$ cat config.mk
export PLATFORM = sky130hd
export DESIGN_NAME = uart_tx_fifo
export DESIGN_NICKNAME = d
export VERILOG_FILES = /design/src/rtl/uart_tx_fifo.sv
export SDC_FILE = /design/constraint.sdc
export NUM_CORES = 1
export LEC_CHECK = 0
export BUFFER_PORTS_ARGS = -buffer_cell sky130_fd_sc_hd__buf_4
export CAP_MARGIN = 20
export CORE_MARGIN = 1
export CORE_UTILIZATION = 62
export DETAILED_ROUTE_END_ITERATION = 10
export GPL_TIMING_DRIVEN = 0
export PLACE_DENSITY = 0.79
export SYNTH_ARGS = -nofsm -noshare
export SYNTH_HDL_FRONTEND = slang
export SYNTH_SLANG_ARGS = --single-unit
$ cat constraint.sdc
create_clock -name clk -period 2.9 [get_ports clk]
set_input_delay 0.145 -clock clk [delete_from_list [all_inputs] [get_ports clk]]
set_output_delay 0.145 -clock clk [all_outputs]
set_load 0.005 [all_outputs]
$ cat src/rtl/uart_tx_fifo.sv
// uart_tx_fifo: 8N1 UART transmitter fed by a small byte FIFO.
// Bytes enter through a valid/ready handshake, queue in a circular buffer
// and are shifted out LSB first, one bit every CLKS_PER_BIT clocks.
// Consecutive queued bytes go out back-to-back with no idle gap.
module uart_tx_fifo #(
    parameter int CLKS_PER_BIT = 868,
    parameter int FIFO_DEPTH   = 16
) (
    input  logic                        clk,
    input  logic                        rst,
    input  logic [7:0]                  tx_data,
    input  logic                        tx_valid,
    output logic                        tx_ready,
    output logic                        tx,
    output logic                        busy,
    output logic [$clog2(FIFO_DEPTH):0] fifo_level
);

    localparam int AW = $clog2(FIFO_DEPTH);
    localparam int BW = (CLKS_PER_BIT > 2) ? $clog2(CLKS_PER_BIT) : 1;
    localparam logic [BW-1:0] BAUD_LAST = BW'(CLKS_PER_BIT - 1);

    typedef enum logic [1:0] {
        S_IDLE,
        S_START,
        S_DATA,
        S_STOP
    } state_t;

    // FIFO storage and pointers (one extra MSB distinguishes full from empty)
    logic [7:0]  mem_q [FIFO_DEPTH];
    logic [AW:0] wr_ptr_q, wr_ptr_d;
    logic [AW:0] rd_ptr_q, rd_ptr_d;
    logic        tx_ready_q;

    // Transmit FSM state
    state_t      state_q, state_d;
    logic [BW-1:0] baud_q, baud_d;
    logic [2:0]  bit_q, bit_d;
    logic [7:0]  shift_q, shift_d;
    logic        tx_q, tx_d;

    logic        push;
    logic        pop;
    logic        empty;
    logic        full_d;
    logic        baud_done;
    logic [7:0]  head;

    assign empty = (wr_ptr_q == rd_ptr_q);
    assign push  = tx_valid && tx_ready_q;
    assign head  = mem_q[rd_ptr_q[AW-1:0]];

    assign wr_ptr_d = wr_ptr_q + {{AW{1'b0}}, push};
    assign rd_ptr_d = rd_ptr_q + {{AW{1'b0}}, pop};

    // tx_ready is a flop, so it is loaded with the fullness the pointers
    // will have after this edge; that keeps it equal to !full every cycle.
    assign full_d = (wr_ptr_d[AW] != rd_ptr_d[AW]) &&
                    (wr_ptr_d[AW-1:0] == rd_ptr_d[AW-1:0]);

    assign baud_done = (baud_q == BAUD_LAST);

    // Byte storage: written on every accepted push, never reset
    always_ff @(posedge clk) begin
        if (push) begin
            mem_q[wr_ptr_q[AW-1:0]] <= tx_data;
        end
    end

    // FIFO pointers and the registered ready flag
    always_ff @(posedge clk) begin
        if (rst) begin
            wr_ptr_q   <= '0;
            rd_ptr_q   <= '0;
            tx_ready_q <= 1'b1;
        end else begin
            wr_ptr_q   <= wr_ptr_d;
            rd_ptr_q   <= rd_ptr_d;
            tx_ready_q <= !full_d;
        end
    end

    // Next-state logic: frame sequencing, bit timing and FIFO pops
    always_comb begin
        state_d = state_q;
        baud_d  = baud_q;
        bit_d   = bit_q;
        shift_d = shift_q;
        tx_d    = tx_q;
        pop     = 1'b0;

        unique case (state_q)
            S_IDLE: begin
                tx_d   = 1'b1;
                baud_d = '0;
                if (!empty) begin
                    pop     = 1'b1;
                    shift_d = head;
                    bit_d   = '0;
                    tx_d    = 1'b0;
                    state_d = S_START;
                end
            end

            S_START: begin
                if (baud_done) begin
                    baud_d  = '0;
                    bit_d   = '0;
                    tx_d    = shift_q[0];
                    shift_d = {1'b0, shift_q[7:1]};
                    state_d = S_DATA;
                end else begin
                    baud_d = baud_q + BW'(1);
                end
            end

            S_DATA: begin
                // bit_q is the index of the data bit currently on the line
                if (baud_done) begin
                    baud_d = '0;
                    if (bit_q == 3'd7) begin
                        tx_d    = 1'b1;
                        state_d = S_STOP;
                    end else begin
                        tx_d    = shift_q[0];
                        shift_d = {1'b0, shift_q[7:1]};
                        bit_d   = bit_q + 3'd1;
                    end
                end else begin
                    baud_d = baud_q + BW'(1);
                end
            end

            S_STOP: begin
                if (baud_done) begin
                    baud_d = '0;
                    if (!empty) begin
                        // Chain straight into the next start bit
                        pop     = 1'b1;
                        shift_d = head;
                        bit_d   = '0;
                        tx_d    = 1'b0;
                        state_d = S_START;
                    end else begin
                        tx_d    = 1'b1;
                        state_d = S_IDLE;
                    end
                end else begin
                    baud_d = baud_q + BW'(1);
                end
            end

            default: begin
                tx_d    = 1'b1;
                baud_d  = '0;
                state_d = S_IDLE;
            end
        endcase
    end

    // FSM control registers; reset abandons any frame and idles the line
    always_ff @(posedge clk) begin
        if (rst) begin
            state_q <= S_IDLE;
            baud_q  <= '0;
            bit_q   <= '0;
            tx_q    <= 1'b1;
        end else begin
            state_q <= state_d;
            baud_q  <= baud_d;
            bit_q   <= bit_d;
            tx_q    <= tx_d;
        end
    end

    // Shift register holds payload only, so it carries no reset
    always_ff @(posedge clk) begin
        shift_q <= shift_d;
    end

    assign tx         = tx_q;
    assign tx_ready   = tx_ready_q;
    assign busy       = (state_q != S_IDLE) || !empty;
    assign fifo_level = wr_ptr_q - rd_ptr_q;

endmodule

==> results.sh, run 1 <==
export IMPL_status="completed"
export IMPL_max_stage_delay_ps=430
export IMPL_synth_area_per_cell_um2=16.3
export IMPL_die_h_um=106
export IMPL_ys_types=43
export IMPL_peakVddDrop_mv=0.489
export IMPL_relSlewSlack_pct=34.7
export IMPL_area_growth_pct=15.2
export IMPL_synth_edf_count=136
export IMPL_yosys_area_top_type_share_pct=60.7
export IMPL_critical_path_arrival_ps=3170
export IMPL_path_class="flop to flop"
export IMPL_worstMarginPinSlew_ps=975
export IMPL_crit_path_frequent_cell="ha_1"
export IMPL_crit_required_ps=3320
export IMPL_timing_fmax_mhz=364
export IMPL_finalHoldViolations=0
export IMPL_crit_chain="buf_4 > inv_1 > ha_1 > nand4_1 > nor2_4 > nor3_1 > ha_1 > ha_1 > nand3_1 > xor2_1 > xor2_1 > nand4_1"
export IMPL_fillers=607
export IMPL_drv_slew=0
export IMPL_wl_per_cell_um=23.4
export IMPL_setup_violations=0
export IMPL_dp_slack_ps=-512
export IMPL_finalCritPeriodShare_pct=94.8
export IMPL_ioPinCount=19
export IMPL_power_per_cell_area_nw_per_um2=822
export IMPL_coreArea_um2=10400
export IMPL_worstSkewPairLatency_ps=530
export IMPL_synthMostInstantiatedCell="edfxtp_1"
export IMPL_dp_hpwl_um=8560
export IMPL_cts_htree_levels=4
export IMPL_start_kind="flop"
export IMPL_fin_crit_ps=2750
export IMPL_drtPass1Iterations=5
export IMPL_yosysSeqAreaShare_pct=68.7
export IMPL_port_buffers=18
export IMPL_layout_setup_ws_ps=151
export IMPL_vias=3892
export IMPL_worst_clock_skew_ps=13.9
export IMPL_cp_slowest_cell="dfxtp_2"
export IMPL_hold_ws_ps=374
export IMPL_grt_max_degree=17
export IMPL_drt_wl_total_um=14200
export IMPL_grt_pass1_wl_um=21600
export IMPL_netlist_area_um2=6730
export IMPL_cts_buffer_depth=2
export IMPL_final_nets=486
export IMPL_clkSlewWorstSetupHoldPaths_ps=70
export IMPL_syn_num_nets=440
export IMPL_drc=0
export IMPL_row_count=37
export IMPL_cp_max_fo=10
export IMPL_synthTopCellsByCount="edfxtp_1, nor2_1, mux4_2"
export IMPL_yosys_register_bits=163
export IMPL_gp_congestion=0.813
export IMPL_initial_core_util_pct=64.6
export IMPL_tritoncts="done"
export IMPL_antenna_found_initial=0
export IMPL_async_flop_share_pct=0
export IMPL_dr_first_iter_drc_count=380
export IMPL_drv_cap=0
export IMPL_yosysTopAreaCell="edfxtp_1"
export IMPL_grt_pass1_vias=3905
export IMPL_dieWidth_um=106
export IMPL_antenna_left=0
export IMPL_yosys_top_cells_area="edfxtp_1, mux4_2, dfxtp_1, ha_1, nor2_1"
export IMPL_leakage_nw=2.62
export IMPL_synth_cells=412
export IMPL_n_antenna_cell=0
export IMPL_hp_class="primary input to flop"
export IMPL_synth_top_flop_cell="edfxtp_1"
export IMPL_dieArea_um2=11300
export IMPL_cp_end_kind="flop"
export IMPL_cts_root_buffer="clkbuf_8"
export IMPL_cts_sinks=163
export IMPL_final_cells=607
export IMPL_grt_use_total_pct=27.1
export IMPL_dp_cells=566
export IMPL_fin_util_pct=74.5
export IMPL_vias_per_cell=6.41
export IMPL_layout_drive_gt1_share_pct=21.0
export IMPL_cts_buffers=17
export IMPL_ys_warn_count=0
export IMPL_gr_total_overflow=0
## sequential cells by signal (all words and copies together), names as in the netlist
signal / flops
baud_q: 10
bit_q: 3
mem_q: 128
rd_ptr_q: 5
shift_q: 8
state_q: 2
tx: 1
tx_ready: 1
wr_ptr_q: 5
## cells in the final DEF (no fill, tap or decap), types with 10 or more instances in the layout
| cell | count |
|---|---|
| xnor2_1 | 13 |
| a22oi_1 | 14 |
| dfxtp_1 | 25 |
| nand3_1 | 14 |
| clkbuf_1 | 14 |
| nor2_1 | 35 |
| inv_1 | 15 |
| xor2_1 | 10 |
| buf_4 | 20 |
| nand2_1 | 14 |
| clkbuf_16 | 16 |
| ha_1 | 16 |
| edfxtp_1 | 136 |
| mux4_2 | 32 |
## layer usage
metal	up-vias	wire [um]	track usage, %
met3	41	1050	5.95
met4	0	441	11.6
li1	1696	-	-
met5	-	0	0
met1	1967	5660	35.8
met2	188	7030	44.1
## power breakdown
| group | switching (mW) | internal (mW) |
|---|---|---|
| registers | 0.0699 | 2.72 |
| logic | 0.733 | 0.599 |
| clock network | 0.929 | 1.33 |
## repair_timing
item	4_1_cts	5_1_grt
hold buffers	9	0
gates resized for setup	5	2
setup endpoints to repair	6	1
pin swaps	0	1
endpoints found under the hold margin	132	0
gates cloned	0	0
buffers inserted	0	1
## cells by family (layout without fill, tap and decap cells)
logic type      Yosys count  in the layout  synth area share (%)
mux                      34             34                  11.0
simple gates             97             97                  6.82
flops                   163            163                  68.7
compound gates           44             44                  5.13
buf+inv                  34             93                  2.06
fa+ha+maj                17             17                  3.27
xor+xnor                 23             23                  2.99
## metrics by stage
stage / power, mW / setup TNS [ps] / cell area (um2)
global route: 6.58 / -0.741 / 7760
finish: 6.37 / 0 / 7760
detailed placement: 4.11 / -1320 / 7060
global placement: 4.06 / -1060 / 7040
CTS: 6.36 / 0 / 7740
floorplan: 3.73 / 0 / 6730
## worst max-delay path: cells and delay by family, from the launching register on
kind                       cells  cell delay (ps)
xor gates and xnor gates       2              420
adders and majority gates      3              710
buffers and inverters          2              340
DFF                            1              430
and+or+nand+nor                5              730
## path summary, 6_finish.rpt
| check | start | to | slack (ps) | depth (start not counted) |
|---|---|---|---|---|
| min | tx_valid | wr_ptr_q[0] | 370 | 5 |
| max | rd_ptr_q[1] | tx_ready | 150 | 12 |
| min reg2reg | baud_q[0] | baud_q[0] | 460 | 1 |
| max reg2reg | rd_ptr_q[1] | tx_ready | 150 | 12 |
## area by class of cell
cell class / instances / area [um2] / area share (%)
clock inverters: 13 / 170 / 2.19
plain buffers: 18 / 83.8 / 1.08
well taps: 136 / 170 / 2.19
inverters: 15 / 56.3 / 0.726
clock buffers: 19 / 422 / 5.44
flip-flops and latches: 163 / 4630 / 59.6
repair buffers: 28 / 233 / 3.00
multi-input cells: 215 / 2000 / 25.7
Power figures use the tool's default switching activity.
==> run 2, diff against run 1 <==
--- a/config.mk
+++ b/config.mk
@@ -11,7 +11,7 @@
 export CORE_UTILIZATION = 62
 export DETAILED_ROUTE_END_ITERATION = 10
 export GPL_TIMING_DRIVEN = 0
-export PLACE_DENSITY = 0.79
+export PLACE_DENSITY = 0.91
 export SYNTH_ARGS = -nofsm -noshare
 export SYNTH_HDL_FRONTEND = slang
 export SYNTH_SLANG_ARGS = --single-unit
==> run 2 against run 1 <==
Against the previous run:
- cell area increased by 0.42%
- final cell count is 0.82% higher
- hold slack better by 23 ps
- register-to-register slack better by 20 ps
- worst setup slack improved by 25 ps
- critical path type unchanged
==> results.sh, run 2 (synthesis results as in run 1) <==
export IMPL_layout_setup_ws_ps=176
export IMPL_grt_use_total_pct=31.7
export IMPL_power_mw=6.44
export IMPL_timing_fmax_mhz=367
export IMPL_setup_violations=0
export IMPL_crit_path_start="rd_ptr_q[2]"
export IMPL_largest_register_ffs=128
export IMPL_fin_crit_ps=2720
export IMPL_worst_clock_skew_ps=8.28
export IMPL_worstSkewPairLatency_ps=540
export IMPL_cts_buffers=17
export IMPL_final_nets=492
export IMPL_fin_setup_tns_ps=0
export IMPL_p_clk_share_pct=34.7
export IMPL_net_switching_power_mw=1.78
export IMPL_use_met1_pct=38.9
export IMPL_dieArea_um2=11300
export IMPL_wl_per_cell_um=26.6
export IMPL_layout_drive_gt1_share_pct=21.6
export IMPL_die_h_um=106
export IMPL_start_kind="flop"
export IMPL_clkSlewWorstSetupHoldPaths_ps=70
export IMPL_row_count=37
export IMPL_swShare_pct=27.7
export IMPL_timing_rr_start="rd_ptr_q[2]"
export IMPL_area_growth_pct=15.7
export IMPL_dieWidth_um=106
export IMPL_drtPass1Iterations=5
export IMPL_relSlewSlack_pct=33.3
export IMPL_cts_buffer_depth=2
export IMPL_r2r_slack_ps=180
export IMPL_antenna_found_initial=0
export IMPL_gp_congestion=0.814
export IMPL_drv_slew=0
export IMPL_rsz0062_at_grt="no"
export IMPL_cts_htree_levels=4
export IMPL_grt_max_degree=17
export IMPL_final_cell_mix="edfxtp_1, nor2_1, mux4_2, buf_4, dfxtp_1"
export IMPL_hold_end="wr_ptr_q[0]"
export IMPL_vias_per_cell=6.61
export IMPL_finalCritPeriodShare_pct=93.9
export IMPL_cp_max_fo=10
export IMPL_finalHoldViolations=0
export IMPL_grt_pass1_wl_um=24600
export IMPL_leakage_nw=2.63
export IMPL_antenna_left=0
export IMPL_critical_path_arrival_ps=3130
export IMPL_reg2regPathDepth=12
export IMPL_port_buffers=18
export IMPL_ioPinCount=19
export IMPL_worstMarginPinSlew_ps=993
export IMPL_path_class="flop to flop"
export IMPL_cts_root_buffer="clkbuf_8"
export IMPL_coreArea_um2=10400
export IMPL_dp_slack_ps=-497
export IMPL_drv_cap=0
export IMPL_cp_end_kind="flop"
export IMPL_dp_cells=570
export IMPL_power_per_cell_area_nw_per_um2=826
export IMPL_initial_core_util_pct=64.6
export IMPL_p_int_mw=4.65
export IMPL_drt_wl_total_um=16300
export IMPL_crit_required_ps=3310
export IMPL_seqPwrFrac_pct=43.4
export IMPL_met3_usage_pct=8.15
export IMPL_gr_total_overflow=0
export IMPL_holdPathStages=5
export IMPL_hp_class="primary input to flop"
export IMPL_r2r_end="tx_ready"
export IMPL_n_antenna_cell=0
export IMPL_p_comb_share_pct=21.9
export IMPL_layout_commonest_cell="edfxtp_1"
export IMPL_status="completed"
export IMPL_peakVddDrop_mv=1.01
export IMPL_tritoncts="done"
export IMPL_vias=4047
export IMPL_grt_pass1_vias=4206
export IMPL_drc=0
export IMPL_use_met2_pct=53.4
export IMPL_cts_sinks=163
export IMPL_fin_util_pct=74.8
export IMPL_dr_first_iter_drc_count=424
export IMPL_final_cells=612
export IMPL_dp_hpwl_um=9260
export IMPL_grt_busiest_layer="met2"
export IMPL_min_from="tx_valid"
run 2: worst max-delay path, stage by stage, from the launching register on:
cell,delay [ps]
dfxtp_1,370
buf_4,230
inv_1,70
ha_1,360
nand4_1,240
nor2_4,220
nor3_2,70
ha_2,220
ha_1,220
nand3_1,130
xor2_2,180
xor2_1,180
nand4_1,110
run 2: worst max path at each step:
| stage | slack [ps] | cells past startpoint | endpoint |
|---|---|---|---|
| 2_1_floorplan | 270 | 12 | tx_ready |
| 3_3_place_gp | -380 | 12 | tx_ready |
| 3_5_place_dp | -500 | 12 | tx_ready |
| 4_1_cts | 7 | 12 | tx_ready |
| 5_1_grt | 3 | 12 | tx_ready |
| 6_report | 180 | 12 | tx_ready |
run 2: area by class of cell:
class                      instances  area (um2)
buffer                            18        90.1
clock buffer                      17         414
clock inverter                    14         161
fill                             563        2630
inverter                          15        56.3
multi-input combinational        215        1990
sequential                       163        4630
tap                              136         170
timing repair buffer              34         278
run 2: repair_timing:
action                                  CTS  global route
endpoints found under the setup margin   20             1
endpoints found under the hold margin   132             0
resized for setup                         7             8
buffers inserted                          1             2
pin swaps                                 1             2
hold buffers                              9             0
run 2: stage by stage:
| step | instance area, um2 | hold slack (ps) |
|---|---|---|
| after floorplan | 6730 | 217 |
| after global placement | 7040 | 367 |
| after detailed placement | 7070 | 383 |
| after CTS | 7750 | 306 |
| after global routing | 7790 | 424 |
| final | 7790 | 397 |
run 2: layer usage:
layer | vias to the layer above | share of wire, %
li1 | 1700 | -
met1 | 2002 | 35
met2 | 288 | 52
met3 | 57 | 9.4
met4 | 0 | 3.3
met5 | - | 0
run 2: power groups by stage:
stage	Sequential (mW)	Clock, mW	Combinational (mW)
after CTS	2.79	2.22	1.34
after detailed placement	2.83	0	1.28
final	2.79	2.23	1.41
after global placement	2.83	0	1.20
after global routing	2.81	2.32	1.51
after floorplan	2.81	0	0.926
==> run 3, diff against run 2 <==
==> constraint.sdc (replaced) <==
create_clock -name clk -period 3.12 [get_ports clk]
set_input_delay 0.156 -clock clk [delete_from_list [all_inputs] [get_ports clk]]
set_output_delay 0.156 -clock clk [all_outputs]
set_load 0.005 [all_outputs]
==> run 3 against run 2 <==
Against the previous run:
- non-clock buffer count is 2 lower
- sequential share of layout area is 0.26 points higher
- die area stayed put
- clock power is 7% lower
- final cell count is 0.33% lower
- combinational power is 9.9% lower
- first-iteration DRC count is 11% lower
- largest power group unchanged
==> results.sh, run 3 (synthesis results as in run 1) <==
export IMPL_layout_drive_gt1_share_pct=20.5
export IMPL_power_mw=5.94
export IMPL_final_cells=610
export IMPL_dp_hpwl_um=9260
export IMPL_final_nets=490
export IMPL_antenna_found_initial=0
export IMPL_dieArea_um2=11300
export IMPL_status="completed"
export IMPL_cts_root_buffer="clkbuf_8"
export IMPL_setup_violations=0
export IMPL_finalInstanceArea_um2=7750
export IMPL_relSlewSlack_pct=36.9
export IMPL_gr_total_overflow=0
export IMPL_max_stage_delay_ps=650
export IMPL_initial_core_util_pct=64.6
export IMPL_crit_required_ps=3520
export IMPL_layout_commonest_cell="edfxtp_1"
export IMPL_cts_sinks=163
export IMPL_critical_path_arrival_ps=3420
export IMPL_row_count=37
export IMPL_grt_use_total_pct=30.7
export IMPL_drv_cap=0
export IMPL_finalHoldViolations=0
export IMPL_coreArea_um2=10400
export IMPL_cp_end_kind="flop"
export IMPL_start_kind="flop"
export IMPL_vias_per_cell=6.52
export IMPL_critical_path_buf_inv_count=1
export IMPL_port_buffers=18
export IMPL_path_class="flop to flop"
export IMPL_crit_chain="inv_1 > ha_1 > nand4_1 > nor2_4 > nor3_1 > ha_1 > ha_1 > nand3_1 > xor2_1 > xor2_1 > nand4_1"
export IMPL_cts_buffers=17
export IMPL_wl_per_cell_um=25.9
export IMPL_ioPinCount=19
export IMPL_drt_wl_total_um=15800
export IMPL_grt_pass1_vias=4152
export IMPL_dp_cells=570
export IMPL_largest_register_ffs=128
export IMPL_crit_path_frequent_cell="ha_1"
export IMPL_area_growth_pct=15.1
export IMPL_hp_class="primary input to flop"
export IMPL_drc=0
export IMPL_leakage_nw=2.62
export IMPL_finalCritPeriodShare_pct=96.5
export IMPL_peakVddDrop_mv=0.950
export IMPL_worst_clock_skew_ps=11.2
export IMPL_clkSlewWorstSetupHoldPaths_ps=60
export IMPL_dieWidth_um=106
export IMPL_gp_congestion=0.814
export IMPL_cts_htree_levels=4
export IMPL_wl_met1_um=5760
export IMPL_place_area_um2=7070
export IMPL_drv_slew=0
export IMPL_wl_met2_um=8240
export IMPL_vias=3975
export IMPL_power_per_cell_area_nw_per_um2=766
export IMPL_cts_buffer_depth=2
export IMPL_antenna_left=0
export IMPL_highest_layer="met4"
export IMPL_worstMarginPinSlew_ps=939
export IMPL_fillers=565
export IMPL_cp_max_fo=10
export IMPL_grt_max_degree=17
export IMPL_cp_slowest_cell="dfxtp_1"
export IMPL_dr_wl_met3_um=1280
export IMPL_hold_ws_ps=349
export IMPL_final_cell_mix="edfxtp_1, nor2_1, mux4_2, dfxtp_1, buf_4"
export IMPL_grt_pass1_wl_um=23900
export IMPL_worstSkewPairLatency_ps=540
export IMPL_tritoncts="done"
export IMPL_fin_crit_ps=3010
export IMPL_crit_family="adder cells"
export IMPL_n_antenna_cell=0
export IMPL_timing_fmax_mhz=332
export IMPL_dr_first_iter_drc_count=379
export IMPL_die_h_um=106
export IMPL_drtPass1Iterations=6
run 3: what timing repair did:
action	in CTS	in global routing
endpoints found under the hold margin	132	0
hold buffers	9	0
endpoints found under the setup margin	6	1
buffers inserted	0	1
gates resized for setup	4	2
pin swaps	0	1
run 3: final timing paths:
| check | startpoint | to | slack, ps | cells after the start |
|---|---|---|---|---|
| max | rd_ptr_q[3] | tx_ready | 110 | 11 |
| min | tx_valid | wr_ptr_q[0] | 350 | 5 |
| max reg2reg | rd_ptr_q[3] | tx_ready | 110 | 11 |
| min reg2reg | baud_q[0] | baud_q[0] | 460 | 1 |
run 3: power breakdown:
part / switching, mW / internal (mW)
Clock: 0.858 / 1.21
Sequential: 0.0675 / 2.53
Combinational: 0.710 / 0.563
run 3: metal layers:
layer  up-vias  GRT usage [%]
met5         -              0
li1       1703              -
met2       233           52.0
met3        47           7.54
met1      1992           37.6
met4         0           13.3
run 3: area by class of cell:
cell class	instances	area, um2	area share (%)
Multi-Input combinational cell	215	1980	25.5
Clock buffer	17	414	5.34
Clock inverter	14	161	2.08
Inverter	15	56.3	0.727
Tap cell	136	170	2.20
Buffer	18	83.8	1.08
Sequential cell	163	4630	59.7
Timing Repair Buffer	32	263	3.39
run 3: tightest hold or removal path, delay by kind of cell:
| family | cells | cell delay [ps] |
|---|---|---|
| fa+ha+maj | 1 | 180 |
| simple gates | 2 | 240 |
| buf+inv | 2 | 260 |
run 3: per-stage QoR:
stage	TNS (ps)	util (%)	setup slack [ps]
after global placement	-165	67.6	-165
final	0	74.4	109
after global routing	-6.11	74.4	-6.11
after CTS	0	74.3	18.3
after floorplan	0	-	491
after detailed placement	-348	67.8	-277
